File: config.mk
export PLATFORM = sky130hd
export DESIGN_NAME = lvds_tx
export DESIGN_NICKNAME = d
export VERILOG_FILES = /design/src/rtl/lvds_tx.sv
export SDC_FILE = /design/constraint.sdc
export NUM_CORES = 1
export LEC_CHECK = 0
export BUFFER_PORTS_ARGS = -buffer_cell sky130_fd_sc_hd__buf_2
export CAP_MARGIN = 20
export CORE_ASPECT_RATIO = 2
export CORE_UTILIZATION = 52
export DETAILED_ROUTE_END_ITERATION = 16
export GPL_TIMING_DRIVEN = 0
export PLACE_DENSITY = 0.77
export SYNTH_ARGS = -nofsm -noshare
export SYNTH_HDL_FRONTEND = slang
export SYNTH_SLANG_ARGS = --single-unit
File: constraint.sdc
create_clock -name i_ddr_clk -period 2 [get_ports i_ddr_clk]
set_clock_uncertainty 0.2 [all_clocks]
set_input_delay 0.2 -clock i_ddr_clk [delete_from_list [all_inputs] [get_ports i_ddr_clk]]
set_output_delay 0.2 -clock i_ddr_clk [all_outputs]
set_load 0.05 [all_outputs]
File: src/rtl/lvds_tx.sv
// LVDS I/Q transmitter: pulls 32-bit I/Q words from a registered-read FIFO and sends each one as a 32-bit frame, 2 bits per clock, MSB first.
// Optional build macro LVDS_TX_TEST_PATTERN_EN adds an internal I/Q ramp generator selected by i_test_mode.
module lvds_tx #(
  parameter int UNDERRUN_W = 8
) (
  input  logic                  i_ddr_clk,
  input  logic                  i_rst_b,
  input  logic                  i_tx_en,
  input  logic                  i_fifo_empty,
  output logic                  o_fifo_pull,
  input  logic [31:0]           i_fifo_data,
  output logic [1:0]            o_ddr_data,
  output logic [UNDERRUN_W-1:0] o_underrun_cnt,
  input  logic                  i_test_mode,
  output logic [1:0]            o_debug_state
);

  // FIFO handshake: o_fifo_pull is a one-cycle read strobe, raised only when
  // i_fifo_empty=0; the FIFO presents the word on i_fifo_data the next cycle.
  typedef enum logic [1:0] {
    ST_IDLE   = 2'd0,
    ST_PRIME  = 2'd1,
    ST_STREAM = 2'd2
  } state_e;

  localparam logic [31:0] ZERO_FRAME = 32'h8000_4000;

  function automatic logic [31:0] build_frame(input logic [12:0] i_v, input logic [12:0] q_v);
    return {2'b10, i_v, 1'b0, 2'b01, q_v, 1'b0};
  endfunction

  state_e                state_q, state_d;
  logic [3:0]            phase_q, phase_d;
  logic [31:0]           shift_q, shift_d;
  logic [31:0]           next_q, next_d;
  logic [1:0]            ddr_q, ddr_d;
  logic                  pulled_q, pulled_d;
  logic [UNDERRUN_W-1:0] under_q, under_d;
  logic                  pull_c;
  logic                  test_c;
  logic [31:0]           fifo_frame_c;
  logic                  unused_data_c;

`ifdef LVDS_TX_TEST_PATTERN_EN
  logic [12:0] ramp_q, ramp_d;
  logic [31:0] ramp_frame_c;
  assign test_c       = i_test_mode;
  assign ramp_frame_c = build_frame(ramp_q, ~ramp_q);
`else
  logic unused_test_c;
  assign test_c        = 1'b0;
  assign unused_test_c = i_test_mode;
`endif

  assign fifo_frame_c  = build_frame(i_fifo_data[28:16], i_fifo_data[12:0]);
  assign unused_data_c = ^{i_fifo_data[31:29], i_fifo_data[15:13]};

  always_comb begin
    state_d  = state_q;
    phase_d  = phase_q;
    shift_d  = shift_q;
    next_d   = next_q;
    ddr_d    = ddr_q;
    pulled_d = pulled_q;
    under_d  = under_q;
    pull_c   = 1'b0;
`ifdef LVDS_TX_TEST_PATTERN_EN
    ramp_d   = ramp_q;
`endif
    case (state_q)
      ST_IDLE: begin
        ddr_d    = 2'b00;
        phase_d  = 4'd0;
        pulled_d = 1'b0;
        if (i_tx_en) begin
`ifdef LVDS_TX_TEST_PATTERN_EN
          if (test_c) begin
            state_d = ST_STREAM;
            ddr_d   = ramp_frame_c[31:30];
            shift_d = {ramp_frame_c[29:0], 2'b00};
            ramp_d  = ramp_q + 13'd1;
          end else
`endif
          if (!i_fifo_empty) begin
            pull_c  = 1'b1;
            state_d = ST_PRIME;
          end
        end
      end
      ST_PRIME: begin
        // First frame bypasses the next-frame register so its first dibit is not delayed.
        next_d  = fifo_frame_c;
        ddr_d   = fifo_frame_c[31:30];
        shift_d = {fifo_frame_c[29:0], 2'b00};
        phase_d = 4'd0;
        state_d = ST_STREAM;
      end
      ST_STREAM: begin
        phase_d = phase_q + 4'd1;
        ddr_d   = shift_q[31:30];
        shift_d = {shift_q[29:0], 2'b00};
        if (phase_q == 4'd13) begin
          pulled_d = 1'b0;
          if (i_tx_en && !i_fifo_empty && !test_c) begin
            pull_c   = 1'b1;
            pulled_d = 1'b1;
          end
        end
        if (phase_q == 4'd14) begin
`ifdef LVDS_TX_TEST_PATTERN_EN
          if (test_c) begin
            next_d = ramp_frame_c;
            ramp_d = ramp_q + 13'd1;
          end else
`endif
          if (pulled_q) begin
            next_d = fifo_frame_c;
          end else begin
            next_d = ZERO_FRAME;
            if (under_q != {UNDERRUN_W{1'b1}}) under_d = under_q + 1'b1;
          end
        end
        if (phase_q == 4'd15) begin
          phase_d = 4'd0;
          if (i_tx_en) begin
            ddr_d   = next_q[31:30];
            shift_d = {next_q[29:0], 2'b00};
          end else begin
            ddr_d   = 2'b00;
            state_d = ST_IDLE;
          end
        end
      end
      default: begin
        state_d = ST_IDLE;
        ddr_d   = 2'b00;
      end
    endcase
  end

  always_ff @(posedge i_ddr_clk or negedge i_rst_b) begin
    if (!i_rst_b) begin
      state_q  <= ST_IDLE;
      phase_q  <= 4'd0;
      shift_q  <= 32'd0;
      next_q   <= 32'd0;
      ddr_q    <= 2'b00;
      pulled_q <= 1'b0;
      under_q  <= '0;
`ifdef LVDS_TX_TEST_PATTERN_EN
      ramp_q   <= 13'd0;
`endif
    end else begin
      state_q  <= state_d;
      phase_q  <= phase_d;
      shift_q  <= shift_d;
      next_q   <= next_d;
      ddr_q    <= ddr_d;
      pulled_q <= pulled_d;
      under_q  <= under_d;
`ifdef LVDS_TX_TEST_PATTERN_EN
      ramp_q   <= ramp_d;
`endif
    end
  end

  // Strobe is combinational (FIFO needs it a cycle before capture); held low while in reset.
  assign o_fifo_pull    = pull_c & i_rst_b;
  assign o_ddr_data     = ddr_q;
  assign o_underrun_cnt = under_q;
  assign o_debug_state  = state_q;

endmodule

# [Word level (Yosys, flattened, before mapping)]
# Index checks and enable logic that the tools add are counted.
[word_totals] reg_bits=81 input_bits=37 out_inout_bits=13
[op_classes] addsub=2 eq_ne=12 n_mux=23 n_bitwise=2 n_reduce_logical=11
[op_table] cell="case mux 32 bit (2 select lines)" count=2
[op_table] cell="two-way mux 32 bit" count=3
[op_table] cell="two-way mux 30 bit" count=1
[op_table] cell="== test 4 bit (second input constant)" count=3
[op_table] cell="two-way mux 2 bit" count=6
[op_table] cell="!= test 2 bit (second input constant)" count=6
[op_table] cell="adder 8 x 1 -> 8 bit (second input constant)" count=1
[op_table] cell="!= test 8 bit (second input constant)" count=1
[op_table] cell="case mux 4 bit (2 select lines)" count=1
[op_table] cell="AND reduction 4 bit" count=2
[op_table] cell="case mux 2 bit (3 select lines)" count=1
[op_table] cell="nonzero test 2 bit" count=3
[op_table] cell="two-way mux 1 bit" count=5
[op_table] cell="adder 4 x 1 -> 4 bit (second input constant)" count=1
[op_table] cell="two-way mux 4 bit" count=1
[op_table] cell="case mux 1 bit (2 select lines)" count=2
[op_table] cell="case mux 2 bit (2 select lines)" count=1
[op_table] cell="AND reduction 2 bit" count=2
[op_table] cell="== test 2 x 1 -> 1 bit (second input constant)" count=1
[op_table] cell="== test 2 bit (second input constant)" count=1
[op_table] cell="logical NOT 2 bit" count=1
[op_table] cell="OR reduction 2 bit" count=1
[op_table] cell="bitwise AND 1 bit" count=1
[op_table] cell="logical AND 1 bit" count=1
[op_table] cell="2 further kinds" count=2

# [Longest topological paths before layout]
[logic_depth] ltp_word=6 ltp_mapped=8 depth_no_buf=6

# [Worst setup path before layout]
# OpenSTA, ideal clock, no wires.
[synth_timing] kind="register to output" from="register state_q[1], in the netlist o_debug_state[1]" to="output port o_fifo_pull" arrival_ns=2.453 setup_slack_ns=-0.853 stages_incl_launch_ff=5 n_path_buf=1 path_cell_list="dfrtp_1 -> ha_1 -> buf_2 -> nand3_1 -> a211oi_1"
[synth_between] elab_chain_cells=3 word_cells_on_any_way=4
[synth_lines] element="start, declared" line="32" source="state_e state_q, state_d;"
[synth_lines] element="start signal, assigned" line="154" source="state_q <= state_d;"
[synth_lines] element="== test 2 bit or logical NOT 2 bit (tied branches)" line="70" source="case (state_q)"
[synth_lines] element="case mux 1 bit (2 select lines) *" line="70"
[synth_lines] element="bitwise AND 1 bit *" line="168" source="assign o_fifo_pull = pull_c & i_rst_b;"
[synth_lines] element="end, declared" line="10" source="output logic o_fifo_pull,"
# Every way passes the cells marked *; elsewhere a longest branch is shown, timed or not.

# [Final worst setup path]
# Same ends and word-level chain as after synthesis.

==> flow_summary.toml <==
[cts]
cts_sinks = 73
cts_inserted_buffers = 9
path_clk_slew_ns = 0.06
clock_latency_ns = 0.34
htree_levels = 3
cts_tree = "yes"
clk_path_buf_depth = 2
clockRootBuffer = "clkbuf_16"

[worst_setup_path]
r2r_slack_ns = 0.03
worst_setup_path_end_kind = "primary output"
critPathSlowestCell = "dfrtp_2"
critPathLaunchType = "flip-flop"
cp_max_fo = 4
path_class = "reg2out"
path_cells = "inv_2 -> ha_2 -> inv_1 -> a211oi_4 -> buf_6"
cp.required_ns = 1.60
crit_arrival_ns = 1.59
cpPeakStageDelay_ns = 0.44

[placed_design]
port_buffers = 42
dp_hpwl_mm = 5.94
placed_cells = 505
pre_cts_slack_ns = -0.202
post_dp_cell_area_mm2 = 0.00402
place_congestion = 0.804

[drt]
avgRoutedWirePerCell_um = 16.4
post_drt_via_cell_ratio = 5.56
first_pass_iters = 4
drt_iter0_drc = 141
ant_nets = 0
drc = 0
drt-total-wl_mm = 9.08
via_count = 3087

[grt]
grt_pass1_wl_mm = 14.7
grt_use_total_pct = 27.5
grt_pass1_vias = 3143
grt_max_degree = 55
gr-total-overflow = 0
antenna_found_initial = 0

[sta]
rsz0062_at_grt = "yes"
hold_viol = 0
clock.fmax_ghz = 0.503
slew_violations = 0
finalWorstSetupSlack_ns = 0.0127
holdWs_ns = 0.0916
slew_headroom_pct = 64.6
setup_violations = 0
fin_crit_sh_pct = 99.4
post-route-min-period_ns = 1.99
worst_pin_slew_ns = 0.531

[min_path]
holdCritPathClass = "in2reg"

[logic_synthesis]
netlist_instances = 374
synth-seq-area-share_pct = 50.4
synth_nets = 420
ys_async_sr_fraction_pct = 100
ys_seq_elements = 73
ys_dominant_reg_cell = "dfrtp_1"
syn_avg_cell_area_um2 = 9.70
yosysUniqueCellTypes = 37
ys_warn_count = 0
syn_area_mm2 = 0.00363
synth_edf_count = 0

[finish]
syn_to_final_growth_pct = 31.3
nets = 508
n_antenna_cell = 0
final_cell_mix = "dfrtp_1 (70), nand2_1 (62), o21ai_1 (44)"
drive_gt1_share_pct = 24.0
final_cells = 555
final_common_cell = "dfrtp_1"
stdcell_area_mm2 = 0.00476

[floorplan]
die_area_mm2 = 0.00733
initial_core_util_pct = 54.3
die_h_um = 120
fp.dieW_um = 61.0
rows = 42
io_pins = 50
core_area_mm2 = 0.00667

[power_and_ir_drop]
netSwitchingPower_w = 0.00250
pwr_density_cell_mw_per_mm2 = 1420
power_frac_seq_pct = 35.2
comb_power_share_pct = 39.9
ir_drop_mv = 0.771
clkPwrFrac_pct = 24.9
switching_share_pct = 37.1
p_leak_nw = 2.38
intPower_w = 0.00425

[outcome]
status = "completed"

[flow_run]
maxCapViolations = 0
[flip-flops by register name (all words and copies together), names as in the netlist]
signal          cells
o_underrun_cnt      8
o_ddr_data          2
shift_q            29
pulled_q            1
o_debug_state       2
next_q             27
phase_q             4
[layout make-up]
type | count | area [µm²]
well taps | 88 | 110
flip-flops and latches | 73 | 1830
multi-input cells | 264 | 1690
clock buffers | 12 | 267
clock inverters | 4 | 50.0
repair buffers | 77 | 569
plain buffers | 24 | 195
inverters | 13 | 48.8
fillers | 498 | 1910
[logic make-up after synthesis]
group                      Yosys count  share of synthesized area, %
and+or+nand+nor                    124                          16.6
buffers and inverters               37                          5.35
DFF                                 73                          50.4
muxes                               31                          8.80
adders and majority gates            9                          3.11
AOI/OAI and AO/OA                   97                          15.0
xor gates and xnor gates             3                         0.725
[cell usage after synthesis (2+ instances only)]
library cell	count	share of area (%)
nand2b_1	3	0.52
nand3_1	7	0.97
dfrtp_1	73	50
o21ai_1	44	6.1
xor2_1	3	0.72
buf_2	8	1.1
nor3_2	3	0.83
nand2_1	63	6.5
ha_1	9	3.1
mux2_1	3	0.93
nor2_1	9	0.93
a31oi_1	12	2.1
nor2b_1	27	4.7
inv_1	13	1.3
a22oi_1	2	0.41
a21oi_1	22	3.0
o21ai_0	10	1.4
clkbuf_1	9	0.93
nor3_1	2	0.28
mux2i_1	27	7.5
buf_6	6	1.9
o22a_1	2	0.48
nand4_1	3	0.52
[power by group through the flow]
stage | combinational [W] | sequential [W] | clock [W]
floorplan | 0.00167 | 0.00238 | 0
global placement | 0.00226 | 0.00236 | 0
detailed placement | 0.00235 | 0.00240 | 0
CTS | 0.00257 | 0.00237 | 0.00169
global route | 0.00297 | 0.00242 | 0.00175
finish | 0.00270 | 0.00238 | 0.00168
[routing by layer]
| layer | global-route usage [%] | vias up | routed length, µm |
|---|---|---|---|
| met1 | 30.9 | 1515 | 3510 |
| li1 | - | 1454 | - |
| met5 | 0 | - | 0 |
| met3 | 3.99 | 33 | 245 |
| met2 | 46.7 | 85 | 4980 |
| met4 | 16.2 | 0 | 351 |
[path summary, 6_finish.rpt]
path                                         startpoint                       endpoint  cells after the start
min reg2reg                      next_q[23]$_DFFE_PN0P_         next_q[23]$_DFFE_PN0P_                      2
max reg2reg                o_debug_state[0]$_DFFE_PN0P_  o_underrun_cnt[7]$_DFFE_PN0P_                      8
max                        o_debug_state[1]$_DFFE_PN0P_                    o_fifo_pull                      5
max in group asynchronous                       i_rst_b          next_q[4]$_DFFE_PN0P_                      3
min                                        i_fifo_empty           pulled_q$_DFFE_PN0P_                      3
min in group asynchronous                       i_rst_b         next_q[20]$_DFFE_PN0P_                      2
[stage by stage]
step	utilization (%)	total power [W]	setup TNS, ns
2_1_floorplan	-	0.00405	-0.149
3_3_place_gp	59.8	0.00462	-4.08
3_5_place_dp	60.2	0.00474	-4.85
4_1_cts	70.3	0.00663	-0.0127
5_1_grt	71.4	0.00714	-0.0992
6_report	71.4	0.00676	0
[worst max-delay path, delay by kind of cell (launching register included)]
family / cells / cell delay, ns
adders and majority gates: 1 / 0.20
AOI/OAI and AO/OA: 1 / 0.25
DFF: 1 / 0.44
buffers and inverters: 3 / 0.36
[repair_timing]
| item | in CTS | in global routing |
|---|---|---|
| endpoints found under the hold margin | 123 | 0 |
| pin swaps | 2 | 1 |
| hold buffers | 27 | 0 |
| endpoints found under the setup margin | 65 | 40 |
| resized for setup | 22 | 18 |
| setup buffers | 3 | 4 |
No activity file was read; power rests on OpenSTA's default activity.
